**config.mk**
```make
export PLATFORM = sky130hd
export DESIGN_NAME = mod_counter_sched
export DESIGN_NICKNAME = d
export VERILOG_FILES = /design/src/rtl/mod_counter_sched_pkg.sv /design/src/rtl/mod_counter_sched_rr_arbiter.sv /design/src/rtl/mod_counter_sched.sv
export SDC_FILE = /design/constraint.sdc
export NUM_CORES = 1
export LEC_CHECK = 0
export BUFFER_PORTS_ARGS = -buffer_cell sky130_fd_sc_hd__buf_2
export CORE_MARGIN = 2
export CORE_UTILIZATION = 45
export DETAILED_ROUTE_END_ITERATION = 6
export PLACE_DENSITY_LB_ADDON = 0.08
export REMOVE_ABC_BUFFERS = 1
export SLEW_MARGIN = 5
export SYNTH_ARGS = -nofsm -noshare
export SYNTH_HDL_FRONTEND = slang
export SYNTH_SLANG_ARGS = --single-unit
```
**constraint.sdc**
```tcl
create_clock -name clk -period 4.8 [get_ports clk]
set_input_delay 0.48 -clock clk [delete_from_list [all_inputs] [get_ports clk]]
set_output_delay 0.48 -clock clk [all_outputs]
set_load 0.02 [all_outputs]
```
**src/rtl/mod_counter_sched_pkg.sv**
```systemverilog
// mod_counter_sched_pkg
//   Shared definitions for the modulo-counter scheduler: FSM state
//   encoding, default sizing constants and an index-width helper.
package mod_counter_sched_pkg;

    typedef enum logic [1:0] {
        IDLE = 2'd0,
        RUN  = 2'd1,
        DONE = 2'd2
    } state_t;

    localparam int N_REQ_DEF = 4;
    localparam int CW_DEF    = 4;

    // Width of a requester index; never zero so a single requester still
    // gets a legal 1-bit pointer.
    function automatic int idx_w(input int n);
        return (n > 1) ? $clog2(n) : 1;
    endfunction

endpackage

```
**src/rtl/mod_counter_sched_rr_arbiter.sv**
```systemverilog
// rr_arbiter
//   Combinational round-robin pick. The search starts at the requester
//   after 'ptr' and wraps N_REQ-1 -> 0; the last winner has lowest priority.
// Ports:
//   req  - request vector
//   ptr  - index of the previous winner
//   win  - one-hot winner, all zero when nobody requests
module rr_arbiter
    import mod_counter_sched_pkg::*;
#(
    parameter int N_REQ = N_REQ_DEF,
    parameter int IW    = idx_w(N_REQ)
) (
    input  logic [N_REQ-1:0] req,
    input  logic [IW-1:0]    ptr,
    output logic [N_REQ-1:0] win
);

    logic [IW-1:0] idx;

    // Walk offsets from farthest to nearest so the nearest requester after
    // ptr is the one left standing.
    always_comb begin
        win = '0;
        idx = '0;
        for (int k = N_REQ; k >= 1; k--) begin
            idx = IW'((int'(ptr) + k) % N_REQ);
            if (req[idx]) begin
                win      = '0;
                win[idx] = 1'b1;
            end
        end
    end

endmodule

```
**src/rtl/mod_counter_sched.sv**
```systemverilog
// mod_counter_sched
//   A single modulo counter shared by N_REQ requesters. An idle scheduler
//   grants the round-robin winner, latches that requester's modulus and
//   round count, and runs q through 0..mod-1 'rounds' times before a
//   one-cycle DONE. Moduli 0 and 1 are rejected with err alongside done.
// Ports:
//   clk, rst      - clock, asynchronous active-low reset
//   req           - level request per requester
//   mod_in/rnd_in - packed per-requester modulus / round count (0 = 2^CW)
//   gnt           - one-hot grant (zero in IDLE)
//   q, tc         - counter value, terminal count while running
//   done, err     - completion pulse to the winner, illegal-modulus pulse
//   busy          - scheduler not idle
module mod_counter_sched
    import mod_counter_sched_pkg::*;
#(
    parameter int N_REQ = N_REQ_DEF,
    parameter int CW    = CW_DEF
) (
    input  logic                  clk,
    input  logic                  rst,
    input  logic [N_REQ-1:0]      req,
    input  logic [N_REQ*CW-1:0]   mod_in,
    input  logic [N_REQ*CW-1:0]   rnd_in,
    output logic [N_REQ-1:0]      gnt,
    output logic [CW-1:0]         q,
    output logic                  tc,
    output logic [N_REQ-1:0]      done,
    output logic                  err,
    output logic                  busy
);

    localparam int IW = idx_w(N_REQ);

    typedef struct packed {
        logic [CW-1:0] modv;
        logic [CW-1:0] rnd;   // rounds left; 0 stands for 2^CW
    } job_t;

    state_t          st;
    job_t            job;
    logic [IW-1:0]   ptr;
    logic [N_REQ-1:0] win;
    logic [IW-1:0]   win_idx;
    job_t            sel;
    logic            last_q;
    logic            illegal;

    rr_arbiter #(.N_REQ(N_REQ), .IW(IW)) u_arb (
        .req (req),
        .ptr (ptr),
        .win (win)
    );

    // Winner index and its job slices.
    always_comb begin
        win_idx  = '0;
        sel      = '0;
        for (int i = 0; i < N_REQ; i++) begin
            if (win[i]) begin
                win_idx  = IW'(i);
                sel.modv = mod_in[i*CW +: CW];
                sel.rnd  = rnd_in[i*CW +: CW];
            end
        end
    end

    assign illegal = (sel.modv <= CW'(1));
    assign last_q  = (q == job.modv - CW'(1));
    assign tc      = (st == RUN) && last_q;
    assign busy    = (st != IDLE);

    always_ff @(posedge clk or negedge rst) begin
        if (!rst) begin
            st   <= IDLE;
            gnt  <= '0;
            q    <= '0;
            done <= '0;
            err  <= '0;
            job  <= '0;
            ptr  <= IW'(N_REQ - 1);
        end else begin
            done <= '0;
            err  <= '0;
            unique case (st)
                IDLE: begin
                    if (|req) begin
                        gnt <= win;
                        q   <= '0;
                        job <= sel;
                        ptr <= win_idx;
                        if (illegal) begin
                            st   <= DONE;
                            done <= win;
                            err  <= 1'b1;
                        end else begin
                            st <= RUN;
                        end
                    end
                end
                RUN: begin
                    // Winner dropped its request: abandon silently.
                    if (!(|(req & gnt))) begin
                        st  <= IDLE;
                        q   <= '0;
                        gnt <= '0;
                    end else if (last_q) begin
                        q <= '0;
                        // rnd wraps 0 -> all-ones, so 0 naturally yields 2^CW rounds.
                        if (job.rnd == CW'(1)) begin
                            st   <= DONE;
                            done <= gnt;
                        end else begin
                            job.rnd <= job.rnd - CW'(1);
                        end
                    end else begin
                        q <= q + CW'(1);
                    end
                end
                DONE: begin
                    st  <= IDLE;
                    gnt <= '0;
                    q   <= '0;
                end
                default: begin
                    st  <= IDLE;
                    gnt <= '0;
                    q   <= '0;
                end
            endcase
        end
    end

endmodule

```
[Yosys cells after proc, flatten, opt, wreduce, memory -nomap -nowiden]
Cells that the tools add are included.
Operators by class
  multiplexer cells: 54
  magnitude comparators: 9
  add/sub/neg operators: 7
  equal/unequal tests: 10
  reductions and logical operators: 14
  bitwise gates (word level): 1
Operators by type and width (count)
  $mux 4: 18
  $mux 8: 4
  $pmux 4 s2: 4
  $mux 2: 7
  $lt 2x3->1 const B: 4
  $mux 1: 12
  $bmux 1 s2: 4
  $demux 1 s2: 4
  $ge 2x1->1 const B: 4
  $ne 2x2->1 const B: 4
  $reduce_or 4->1: 2
  $sub 4x1->4 const B: 2
  $logic_and 1x1->1: 5
  $reduce_and 5->1: 1
  $add 2x1->2 const B: 2
  $add 2x2->2 const B: 2
  $add 4x1->4 const B: 1
  $and 4x4->4: 1
  $eq 4x1->1 const B: 1
  $eq 4x4->1: 1
  $le 4x1->1 const B: 1
  $pmux 2 s2: 1
  $reduce_and 2->1: 2
  $reduce_bool 2->1: 2
  other kinds (6): 6
Storage, ports and cells
  output and inout port bits: 15
  bits of input ports: 38
  word-level logic and storage cells: 103
  register bits after elaboration: 25

[Longest topological paths before layout]
Gate-level depths: netlist of the first run.
  depth in word-level cells: 17
  depth in mapped cells: 12
  gate-level depth less buffers: 10

[By module]
A second synthesis of the first run with hierarchy kept.
Unflattened totals
  cells, all modules: 207
  area total of the unflattened synthesis: 1923.1 µm²
Modules (own cells, without submodules)
  mod_counter_sched: instances 1, area an instance 1534.0 µm², cells an instance 163, sequential area each 628.1 µm²
  rr_arbiter: instances 1, area an instance 389.1 µm², cells an instance 44, sequential area each 0.0 µm²

[Worst setup path before layout of the first run]
No wires, ideal clock.
  kind: flip-flop to flip-flop
  from: register ptr[0]
  to: register done[1]
  path buffers: 1
  path slack: 1.367 ns
  required time: 4.732 ns
  clock period less this slack: 3.433 ns
  arrival time: 3.365 ns
  library setup time: 0.068 ns
  stages on the path, launching flop included: 12
  cell sequence: dfstp_2 -> buf_6 -> inv_1 -> ha_1 -> mux2_2 -> and3_1 -> a2111o_1 -> a22o_1 -> a221oi_1 -> o31ai_2 -> nor4_4 -> a32o_1
Between the ends
  word-level cells in the longest chain between the ends: 17
  elaborated cells between the ends (all ways): 44
  those cells by class: add/sub: 4; order compare: 9; mux: 27; reduce/logical: 4
Ends and longest elaborated chain
  from (decl): RTL line mod_counter_sched.sv:42  | logic [IW-1:0] ptr;
  from (signal assigned): RTL line mod_counter_sched.sv:81  | ptr <= IW'(N_REQ - 1);
  from (signal assigned): RTL line mod_counter_sched.sv:91  | ptr <= win_idx;
  $add 2x1->2: RTL line mod_counter_sched_rr_arbiter.sv:27  | idx = IW'((int'(ptr) + k) % N_REQ);
  $lt 2x3->1 (not written as such) or $ge 2x1->1 (tied branches): RTL line mod_counter_sched_rr_arbiter.sv:30  | win[idx] = 1'b1;
  $logic_and 1x1->1 (not written as such): RTL line mod_counter_sched_rr_arbiter.sv:30
  $mux 1 (not written as such): RTL line mod_counter_sched_rr_arbiter.sv:30
  $demux 1 s2
  $mux 4 (3 in series): RTL line mod_counter_sched_rr_arbiter.sv:28  | if (req[idx]) begin
  $mux 4 *: RTL line mod_counter_sched_rr_arbiter.sv:28
  $mux 8 (4 in series): RTL line mod_counter_sched.sv:60  | if (win[i]) begin
  $le 4x1->1: RTL line mod_counter_sched.sv:68  | assign illegal = (sel.modv <= CW'(1));
  $mux 4 *: RTL line mod_counter_sched.sv:92  | if (illegal) begin
  $mux 4 *: RTL line mod_counter_sched.sv:87  | if (|req) begin
  $pmux 4 s2 *: RTL line mod_counter_sched.sv:85  | unique case (st)
  to (signal assigned): RTL line mod_counter_sched.sv:94  | done <= win;
  to (signal assigned): RTL line mod_counter_sched.sv:112  | done <= gnt;
  to (decl): RTL line mod_counter_sched.sv:28  | output logic [N_REQ-1:0] done,
Mark *: on every way between the ends. The rest lies on a longest branch, timed or not. The select of a mux whose other input is x is not followed.
A chain may end at the register's enable or synchronous reset.

[Worst setup path in the final report of the first run]
  from: register ptr[0]
  to: register done[3]
Same word-level chain as after synthesis.

==> summary.md, run 1 <==
The run gives 2 as the maximum number of buffers from clock root to sink. The fraction of final layout cells with drive strength greater than 1 is 0.279. The power after layout came out at 1.79 mW. The leakage power of the design was 1.11 nW. For the number of global-route vias before repair, the log shows 1712. The flow ran to the end, and the final reports show no timing, DRC or antenna violations. For the number of nets at the end of the flow, the log shows 312. The leftover overflow at the end of global routing came out at 0.

For this design, the CTS-stage hold fixing added 0 buffers. After synthesis, the mean cell area works out to 9.17 um2. For the total iterations of the first detailed-routing run, the log shows 4.

The critical path is of the reg -> reg type. The run gives 1 as the H-tree depth. The final cell count without fillers was 312. Entering global routing, the biggest net connects 26 pins. Setup repair after global routing left no endpoint under its margin. The Yosys step of the flow raised 0 warnings. The congestion estimate from routability-driven global placement came to 0.794.

The logs give 213 for the instance count of the mapped netlist and 4880 um2 for the overall die area. The number of antenna violations at the first check in global routing was 0; the number of design-rule violations left by the first detailed-router iteration was 85. The HPWL reported at the end of detailed placement is 3820 um. For this run, the leading register cell type out of synthesis is dfrtp_1. After detailed routing, the average wire length per cell comes to 16.0 um.

The final critical-path share of the clock period is 0.824. The post-layout minimum cycle time was 3960 ps; the routed wire length was 5010 um. The tools report the clock root buffer as clkbuf_8. The max-cap check violation count came out at 0. The run gives 3 as the number of buffers inserted during clock tree synthesis.

The tools report the initial standard-cell utilization of the core as 0.478. Data on the critical path is required at its endpoint by 5020 ps. The number of failing setup endpoints in the final timing report was 0. The most common cell after layout, fill and taps aside was buf_2.

Data arrives at the worst endpoint at 4180 ps. The number of flip-flops and latches in the synthesized netlist was 25. The min-delay analysis places its worst path in the category in -> async. The core region is 4090 um2.

Fill cells in the final layout number 371. The summed negative setup slack over all endpoints was 0 ps. The worst slew margin relative to its limit was 0.515; the distinct cell type count of the synthesized netlist was 45. The tools report the combined area of all synthesized cells as 1950 um2. After detailed routing, the number of remaining DRC violations is 0. The logs give 0.322 for the sequential share of the synthesized area and 8420 um for the first-pass GRT wire length. The final-report max-slew violation count was 0. Relative to the synthesized area, the layout overhead comes to 16.5%. The worst-path maximum fanout was 16; the total number of placement rows was 23. The highest clock rate came out at 253 MHz. In this run the vertical extent of the chip is 69.9 um. IR analysis of the VDD net gives a maximum drop of 0.336 mV. The clock-pin slew on the worst setup and hold paths works out to 100 ps.

The final count of hold timing violations was 0. Between clock sinks in the finished design, the worst skew comes to 6.03 ps. On the final layout, the worst hold slack is 183 ps. TritonCTS built the clock tree.

Measured along the x axis, the die boundary spans 69.9 um. Registers take 628 um2. Clock net sink count: 25. STA classifies the critical path startpoint as a flop.

The number of input and output port buffers inserted was 52; the number of diodes was 0. The fraction of synthesis flops using an asynchronous set or reset pin is 1.00, and the post-CTS setup repair buffer count is 0. The clock reaches the later pin of the worst-skew pair after 280 ps. Dividing total power by cell area gives a power density of 785 nW/um2. The logs give 0 for the number of gates resized after CTS and 0.211 for the total routing usage reported by global routing.

The slew at the pin closest to its max-slew limit came out at 721 ps. Pin placement for this block handled 53 I/O pins. The routed layout has 1820 vias.

The multi-input combinational cells in the finished layout cover a total of 1220 um2. Dividing the detail-routed via count by the number of cells gives 5.83. The detail route stage leaves a number of antenna-violating nets equal to 0. For the number of placed cells counting well taps, the log shows 308. In this run, synthesis inferred 0 flip-flops with an integrated enable.

The library cells used most frequently in the layout, excluding fill and tap cells, are buf_2 (52), nand2_1 (25), dfrtp_1 (23). The worst setup path is captured at a flop.
-- per-layer routing --
layer  global-route usage  wire length [um]
met5                    0                 0
met4               0.0513                48
met3               0.0303               200
met2                0.342              2400
met1                0.299              2360
-- worst paths after layout --
path	start	endpoint	slack, ps	cells past startpoint
worst max register to register	ptr[0]	done[3]	840	10
worst min register to register	job[7]	job[7]	510	2
max in group asynchronous	rst	job[7]	4230	1
worst max-delay path	ptr[0]	done[3]	840	10
min in group clk	mod_in[12]	job[4]	440	3
worst min-delay path	rst	done[1]	180	1
-- registers in the layout, indices dropped and copies added, names as in the netlist --
signal,cells
ptr,2
q,4
err,1
st,2
gnt,4
job,8
done,4
-- area by class of cell --
cell class                      count  share of cell area
Tap cell                           50              0.0275
Sequential cell                    25               0.276
Timing Repair Buffer               54               0.121
Clock buffer                        3              0.0182
Multi-Input combinational cell    169               0.537
Clock inverter                      1             0.00385
Inverter                           10              0.0165
-- cell usage after synthesis (2+ instances only) --
cell,count,area (um2)
dfstp_2,2,52.6
xor2_1,4,35.0
ha_1,11,138
a211oi_1,2,15.0
xnor2_1,2,17.5
o22ai_1,5,31.3
mux2_2,2,22.5
mux4_2,4,90.1
a221oi_2,2,30.0
nor2b_1,6,37.5
a21oi_1,10,50.1
a22oi_1,3,22.5
and3_1,2,12.5
and2_1,6,37.5
a221o_1,4,40.0
clkbuf_1,3,11.3
a32o_1,3,30.0
buf_6,4,45.0
o211ai_1,3,22.5
inv_1,10,37.5
mux2i_1,3,30.0
o21ai_0,10,50.1
a221oi_1,6,52.6
nor2_1,20,75.1
o31ai_1,2,15.0
a22o_1,5,43.8
nand3_1,4,20.0
o21a_1,2,15.0
o31ai_2,3,37.5
a21o_1,3,22.5
nand2b_1,4,25.0
dfrtp_1,23,576
nor3_1,4,20.0
nand2_1,25,93.8
-- critical path: stages (launching register included) --
cell	delay (ps)
dfstp_2	730
inv_1	190
ha_1	400
mux2_2	380
and3_1	180
a2111o_1	440
a22o_1	360
a221oi_1	420
o31ai_2	140
nor4_4	410
a32o_1	240
-- report_power, final --
part	internal [mW]	switching, mW
sequential	0.303	0.0851
clock	0.0611	0.0787
combinational	0.522	0.735
-- metrics by stage --
| stage | util | setup WS [ps] | cell area (um2) |
|---|---|---|---|
| after floorplan | - | 1250 | 1890 |
| after global placement | 0.544 | 975 | 2220 |
| after detailed placement | 0.544 | 897 | 2220 |
| after CTS | 0.557 | 814 | 2270 |
| after global routing | 0.557 | 625 | 2270 |
| final | 0.557 | 843 | 2270 |
-- cell families after synthesis --
logic type                 synth area share
xor gates and xnor gates             0.0269
and+or+nand+nor                       0.195
AOI/OAI and AO/OA                     0.259
muxes                                0.0730
adders and majority gates            0.0705
buffers and inverters                0.0532
DFF                                   0.322
Note: power is estimated with default switching activity, not from simulation.
==> run 2: changes to the inputs <==
--- a/config.mk
+++ b/config.mk
@@ -5,6 +5,7 @@
 export SDC_FILE = /design/constraint.sdc
 export NUM_CORES = 1
 export LEC_CHECK = 0
+export ABC_AREA = 1
 export BUFFER_PORTS_ARGS = -buffer_cell sky130_fd_sc_hd__buf_2
 export CORE_MARGIN = 2
 export CORE_UTILIZATION = 45
==> constraint.sdc (replaced) <==
create_clock -name clk -period 3.2 [get_ports clk]
set_input_delay 0.32 -clock clk [delete_from_list [all_inputs] [get_ports clk]]
set_output_delay 0.32 -clock clk [all_outputs]
set_load 0.02 [all_outputs]
==> summary.md, run 2 <==
The flow ran to the end, and the final reports show no timing, DRC or antenna violations. The first-pass GRT wire length was 8470 um; the detailed-route DRC error count was 0. On the critical path the largest part of the delay comes from simple AND/OR/NAND/NOR gates. The worst setup path is launched from a flop.

After detailed routing, the total wire length is 4970 um. Synthesis inferred 25 register bits. Setup slack on the worst reg-to-reg path comes out at 450 ps. The H-tree depth was 1.

In this run the remaining antenna-violating nets after routing total 0. No sink is reached through more buffers than the 2 on the longest clock path. The floorplan has 24 rows.

job holds more flip-flops than any other register. The number of antenna violations at the first check in global routing was 0. Along the worst path, the maximum fanout reaches 11. The number of diodes was 0.

Among all cell types in the netlist, the one instantiated most often is nand2_1. Clock-pin slew was measured on the worst setup and hold paths at 90 ps. The number of global-route vias before repair is 1783, and the number of logic stages on the critical path including buffering is 17. TritonCTS built the clock tree. Registers take 628 um2. Layout overhead on the synthesized area: 16.9%. The library cells used most frequently in the layout, excluding fill and tap cells, are nand2_1 (53), buf_2 (52), inv_1 (28), nor2_1 (28), nand3_1 (27). For the number of ports placed on the die boundary, the log shows 53. Cell type contributing the most total cell area after synthesis: dfrtp_1. The largest single stage delay on the critical path is 640 ps. The tools report the combined area of all synthesized cells as 2030 um2. Number of enable flip-flop cells after synthesis: 0. Sequential share of the synthesized area: 0.309.

The worst-path cell with the longest stage delay is dfstp_2. Counting the fill cells in the layout gives 438. CTS saw 25 sinks. The tools report the beginning of the worst register-to-register path as ptr[0]. The run gives 0 as the final count of hold timing violations. The vertical die dimension is 71.2 um, and the cell count of the worst reg-to-reg path is 17.

The pin count of the biggest net entering global routing was 26; the worst slew margin relative to its limit was 0.588. The tools report the max-cap check violation count as 0. The run gives 3420 ps as the required time of the critical path. The signal on the critical path passes through inv_2 -> ha_1 -> inv_1 -> nand3_2 -> nand2_2 -> nand3_1 -> nand3_1 -> nand2_1 -> nand2_2 -> inv_1 -> nand3_1 -> nand2_1 -> nand2_1 -> nand2_2 -> nor2_4 -> nand3_1 -> nand2_1. Each instance of the synthesized netlist takes up on average 7.30 um2. The portion of synthesized cell area occupied by the leading cell type is 0.283, and the number of gates resized after CTS is 0. The number of setup buffers added after CTS is 0. The number of warnings printed during yosys synthesis is 0, and the slew at the pin closest to its max-slew limit is 616 ps. Across all layers, the routed design uses 1952 vias. TritonCTS created 3 clock buffers. Setup repair after global routing left no endpoint under its margin. The library cell used most frequently in the layout, excluding fill and tap cells, is nand2_1. The distinct cell type count of the synthesized netlist is 38. The endpoint of the worst-slack reg-to-reg timing path is done[2].

After routing, the total negative slack on setup checks comes to 0 ps. Following the worst setup path forward leads to its endpoint at done[2]. Data arrives at the worst endpoint at 2980 ps.

The fraction of synthesis flops using an asynchronous set or reset pin came out at 1.00. The total routing usage reported by global routing was 0.209; the final critical-path share of the clock period was 0.860. Summing all multi-input logic gate instances after layout gives 1230 um2. The run gives 3970 um as the HPWL reported at the end of detailed placement.

After synthesis, the most frequently instantiated cells are nand2_1 (53), inv_1 (28), nor2_1 (28). The fraction of final layout cells with drive strength greater than 1 is 0.296. The ratio of routed vias to standard cells is 5.10, and the number of design-rule violations left by the first detailed-router iteration is 130. Setup violations remaining at the end of the flow were counted as 0.

The number of input and output port buffers inserted is 52, and the post-layout minimum cycle time is 2750 ps. The run gives 0.824 as the final weighted congestion of routability-driven global placement. The overall die area is 5070 um2, and the leftover overflow at the end of global routing is 0.

In the final design database the tool counted 381 nets. The number of hold buffers added after cts was 0; the worst clock skew was 6.59 ps. In this run the standard cell core region covers 4350 um2. For this run, the detailed router's first-pass iteration total came to 4. The most used flip-flop cell after synthesis is dfrtp_1. For the worst-skew pair, the clock arrives at the later sink with an insertion delay of 280 ps. Instance count of the mapped netlist: 278.

Initial standard-cell utilization of the core: 0.466. The class of the tightest hold or removal check was in -> async. By area the synthesized netlist is led by dfrtp_1 (28%), nand2_1 (9.8%), ha_1 (6.8%). Flip-flop count of the largest register after layout: 8. Critical path endpoint category: a flop.

The category of the critical setup timing path was reg -> reg. For the highest clock rate, the log shows 363 MHz. The clock root buffer is clkbuf_8. The die boundary width was 71.2 um; the routed wirelength normalized by instance count was 13.0 um.

The origin of the worst setup path was ptr[0]. Final-report max-slew violation count: 0. The number of buffers and inverters on the critical path was 3.
[run 2: cell types whose count changed after synthesis, sizes merged, moves of 5 or more]
cell / before / now
nor2b: 6 / 0
inv: 10 / 35
and2: 6 / 0
a21oi: 10 / 20
o31ai: 5 / 0
a221oi: 8 / 0
nor2: 20 / 30
nand2: 25 / 72
o21ai: 10 / 24
nand3: 4 / 31
[run 2: worst min path at each step]
stage | start | endpoint | slack [ps] | cells past startpoint
after floorplan | rst | done[0] | 20 | 0
after global placement | rst | gnt[2] | 340 | 1
after detailed placement | rst | gnt[2] | 350 | 1
after CTS | rst | gnt[2] | 40 | 1
after global routing | rst | gnt[2] | 80 | 1
final | rst | gnt[2] | 20 | 1
[run 2: metal layers]
layer  wire length (um)  vias to the layer above  GRT usage
met5                  0                        -          0
met4                 48                        0     0.0440
met3                308                        5     0.0342
met2               1990                       80      0.302
met1               2620                      851      0.326
li1                   -                     1016          -
[run 2: kinds of logic after synthesis]
logic type / synth area share
simple gates: 0.335
compound gates: 0.174
buf+inv: 0.0832
flops: 0.309
fa+ha+maj: 0.0678
xor+xnor: 0.0302
[run 2: through the flow]
stage	setup slack, ps	hold slack, ps	area (um2)	std cells	utilization
3_3_place_gp	538	344	2330	379	0.534
2_1_floorplan	792	24.4	2000	275	-
5_1_grt	199	75.1	2370	383	0.545
4_1_cts	452	41.8	2370	383	0.545
3_5_place_dp	471	348	2330	379	0.534
6_report	448	22.6	2370	383	0.545
[run 2: layout make-up]
| class | instances | area share |
|---|---|---|
| repair buffers | 52 | 0.110 |
| well taps | 52 | 0.0274 |
| flip-flops and latches | 25 | 0.264 |
| multi-input cells | 213 | 0.519 |
| clock buffers | 3 | 0.0174 |
| inverters | 37 | 0.0585 |
| clock inverters | 1 | 0.00316 |
Power of run 2 is left out: the tool's default activity adds up to more than one toggle a clock period on the data nets, which glitch-free logic cannot reach.
==> run 3: changes to the inputs <==
--- a/config.mk
+++ b/config.mk
@@ -11,7 +11,6 @@
 export CORE_UTILIZATION = 45
 export DETAILED_ROUTE_END_ITERATION = 6
 export PLACE_DENSITY_LB_ADDON = 0.08
-export REMOVE_ABC_BUFFERS = 1
 export SLEW_MARGIN = 5
 export SYNTH_ARGS = -nofsm -noshare
 export SYNTH_HDL_FRONTEND = slang
==> summary.md, run 3 (same netlist as run 2, synthesis figures left out) <==
The logs give 0 for the final-report max-slew violation count and 0.834 for the final weighted congestion of routability-driven global placement. From bottom edge to top edge, the die measures 71.2 um. The final critical-path share of the clock period was 0.859; the placement-stage worst setup slack was 478 ps. Number of hold buffers added after cts: 0. The clock-pin slew on the worst setup and hold paths is 90 ps, and the post-route worst setup slack is 452 ps. The core region area is 4350 um2, and the number of buffers and inverters on the critical path is 3. The number of input and output port buffers inserted is 52, and the number of design-rule violations left by the first detailed-router iteration is 97. The total routing usage reported by global routing is 0.209. Once detail routing completed, the nets flagged for antenna violations numbered 0.

The net count of the finished layout is 382. In this run the deepest clock path goes through 2 buffers. Along the worst path, the maximum fanout reaches 11. The area growth from synthesis to layout is 17.1%.

STA classifies the critical path startpoint as a flop. For the final database, setup skew stands at 9.04 ps. Dividing the detail-routed via count by the number of cells gives 5.13. The HPWL reported at the end of detailed placement was 4070 um.

After layout, the minimum clock period comes to 2750 ps. Worst-path cell with the longest stage delay: dfstp_2. The worst register-to-register path ends at done[1]. The run finished with clean final reports. The die covers 5070 um2.

Delay of the slowest cell on the worst path: 630 ps. The slew at the pin closest to its max-slew limit came out at 596 ps. Setup repair after global routing left no endpoint under its margin. The tool flagged a number of max-cap violations equal to 0. The worst setup path is captured at a flop.

Leftover overflow at the end of global routing: 0. TritonCTS built the clock tree. For the final routed database, the setup TNS stands at 0 ps. The run gives 1 as the H-tree depth. Net count after synthesis: 327. The first global-routing pass estimated 8500 um of wire. The path class of the tightest hold or removal check is in -> async. The register with the most flip-flops in the layout has 8 of them. In the layout the commonest cells are nand2_1 (53), buf_2 (52), inv_1 (28), nor2_1 (28), nand3_1 (27). For the final count of hold timing violations, the log shows 0. For this run, the detailed router's first-pass iteration total came to 4. Number of gates resized after CTS: 0. Among cell families on the critical path, the largest total delay comes from simple AND/OR/NAND/NOR gates.

The category of the critical setup timing path is reg -> reg. Entering global routing, the biggest net connects 26 pins. Clock tree synthesis inserted a total of 3 buffers.

The initial standard-cell utilization of the core is 0.466, and the clock latency on the worst-skew pair is 270 ps. For this block, the via count after detailed routing is 1969. The critical path goes through inv_2 -> ha_1 -> inv_1 -> nand3_2 -> nand2_2 -> nand3_1 -> nand3_1 -> nand2_1 -> nand2_2 -> inv_1 -> nand3_1 -> nand2_1 -> nand2_1 -> nand2_2 -> nor2_4 -> nand3_1 -> nand2_1. For the number of global-route vias before repair, the log shows 1825. Most common cell after layout, fill and taps aside: nand2_1. CTS placed an instance of clkbuf_8 at the clock tree root. Summed over all layers, the routed wires come to 5020 um. The run gives 0 as the detailed-route DRC error count. For the worst setup path, the data required time is 3410 ps. The die boundary width was 71.2 um; the number of failing setup endpoints in the final timing report was 0. For the worst slew margin relative to its limit, the log shows 0.601. job holds more flip-flops than any other register.

For the clock net sink count, the log shows 25. Pin placement for this block handled 53 I/O pins. The highest clock rate was 364 MHz. The cell count of the worst reg-to-reg path is 17.

Arrival time at the worst endpoint: 2950 ps. The logs give 24 for the total number of placement rows and 450 ps for the register-to-register setup slack. The fraction of final layout cells with drive strength greater than 1 was 0.295.

In this run the critical register-to-register path is launched from ptr[0]. The routed wirelength normalized by instance count was 13.1 um; the number of diodes was 0. Once the clock tree was built, the setup fixing pass inserted 0 buffers. The number of antenna violations at the first check in global routing was 0.
[run 3: cell type report]
cell class	count	area, um2
clock buffer	4	45.0
fill	432	1980
inverter	37	139
multi-input combinational	213	1230
sequential	25	628
tap	52	65.1
timing repair buffer	53	268
[run 3: routing by layer]
metal	vias up	share of wire	GRT usage
li1	1017	-	-
met1	887	0.52	0.328
met2	63	0.42	0.308
met3	2	0.053	0.0228
met4	0	0.0058	0.0461
met5	-	0	0
[run 3: worst reg2reg max path: stages, from the launching register on]
cell and delay, ps:
dfstp_2 630, inv_2 140, ha_1 400, inv_1 100, nand3_2 120, nand2_2 120, nand3_1 80, nand3_1 70
nand2_1 60, nand2_2 190, inv_1 170, nand3_1 100, nand2_1 60, nand2_1 70, nand2_2 100, nor2_4 150
nand3_1 80, nand2_1 70
[run 3: per-stage QoR]
| step | utilization | area (um2) | hold WS [ps] | std cells |
|---|---|---|---|---|
| final | 0.546 | 2380 | 36.4 | 384 |
| after global routing | 0.546 | 2380 | 89.8 | 384 |
| after CTS | 0.546 | 2380 | 62.6 | 384 |
| after detailed placement | 0.536 | 2330 | 355 | 380 |
| after global placement | 0.536 | 2330 | 352 | 380 |
| after floorplan | - | 2030 | 24.4 | 278 |
[run 3: how the worst max path moves through the flow]
stage / start / end / slack (ps) / depth (start not counted)
2_1_floorplan: ptr[0] / done[0] / 860 / 14
3_3_place_gp: ptr[0] / done[0] / 500 / 17
3_5_place_dp: ptr[0] / done[1] / 480 / 17
4_1_cts: ptr[0] / done[1] / 460 / 17
5_1_grt: ptr[0] / done[2] / 170 / 17
6_report: ptr[0] / done[1] / 450 / 17
Power of run 3 is left out for the same reason.
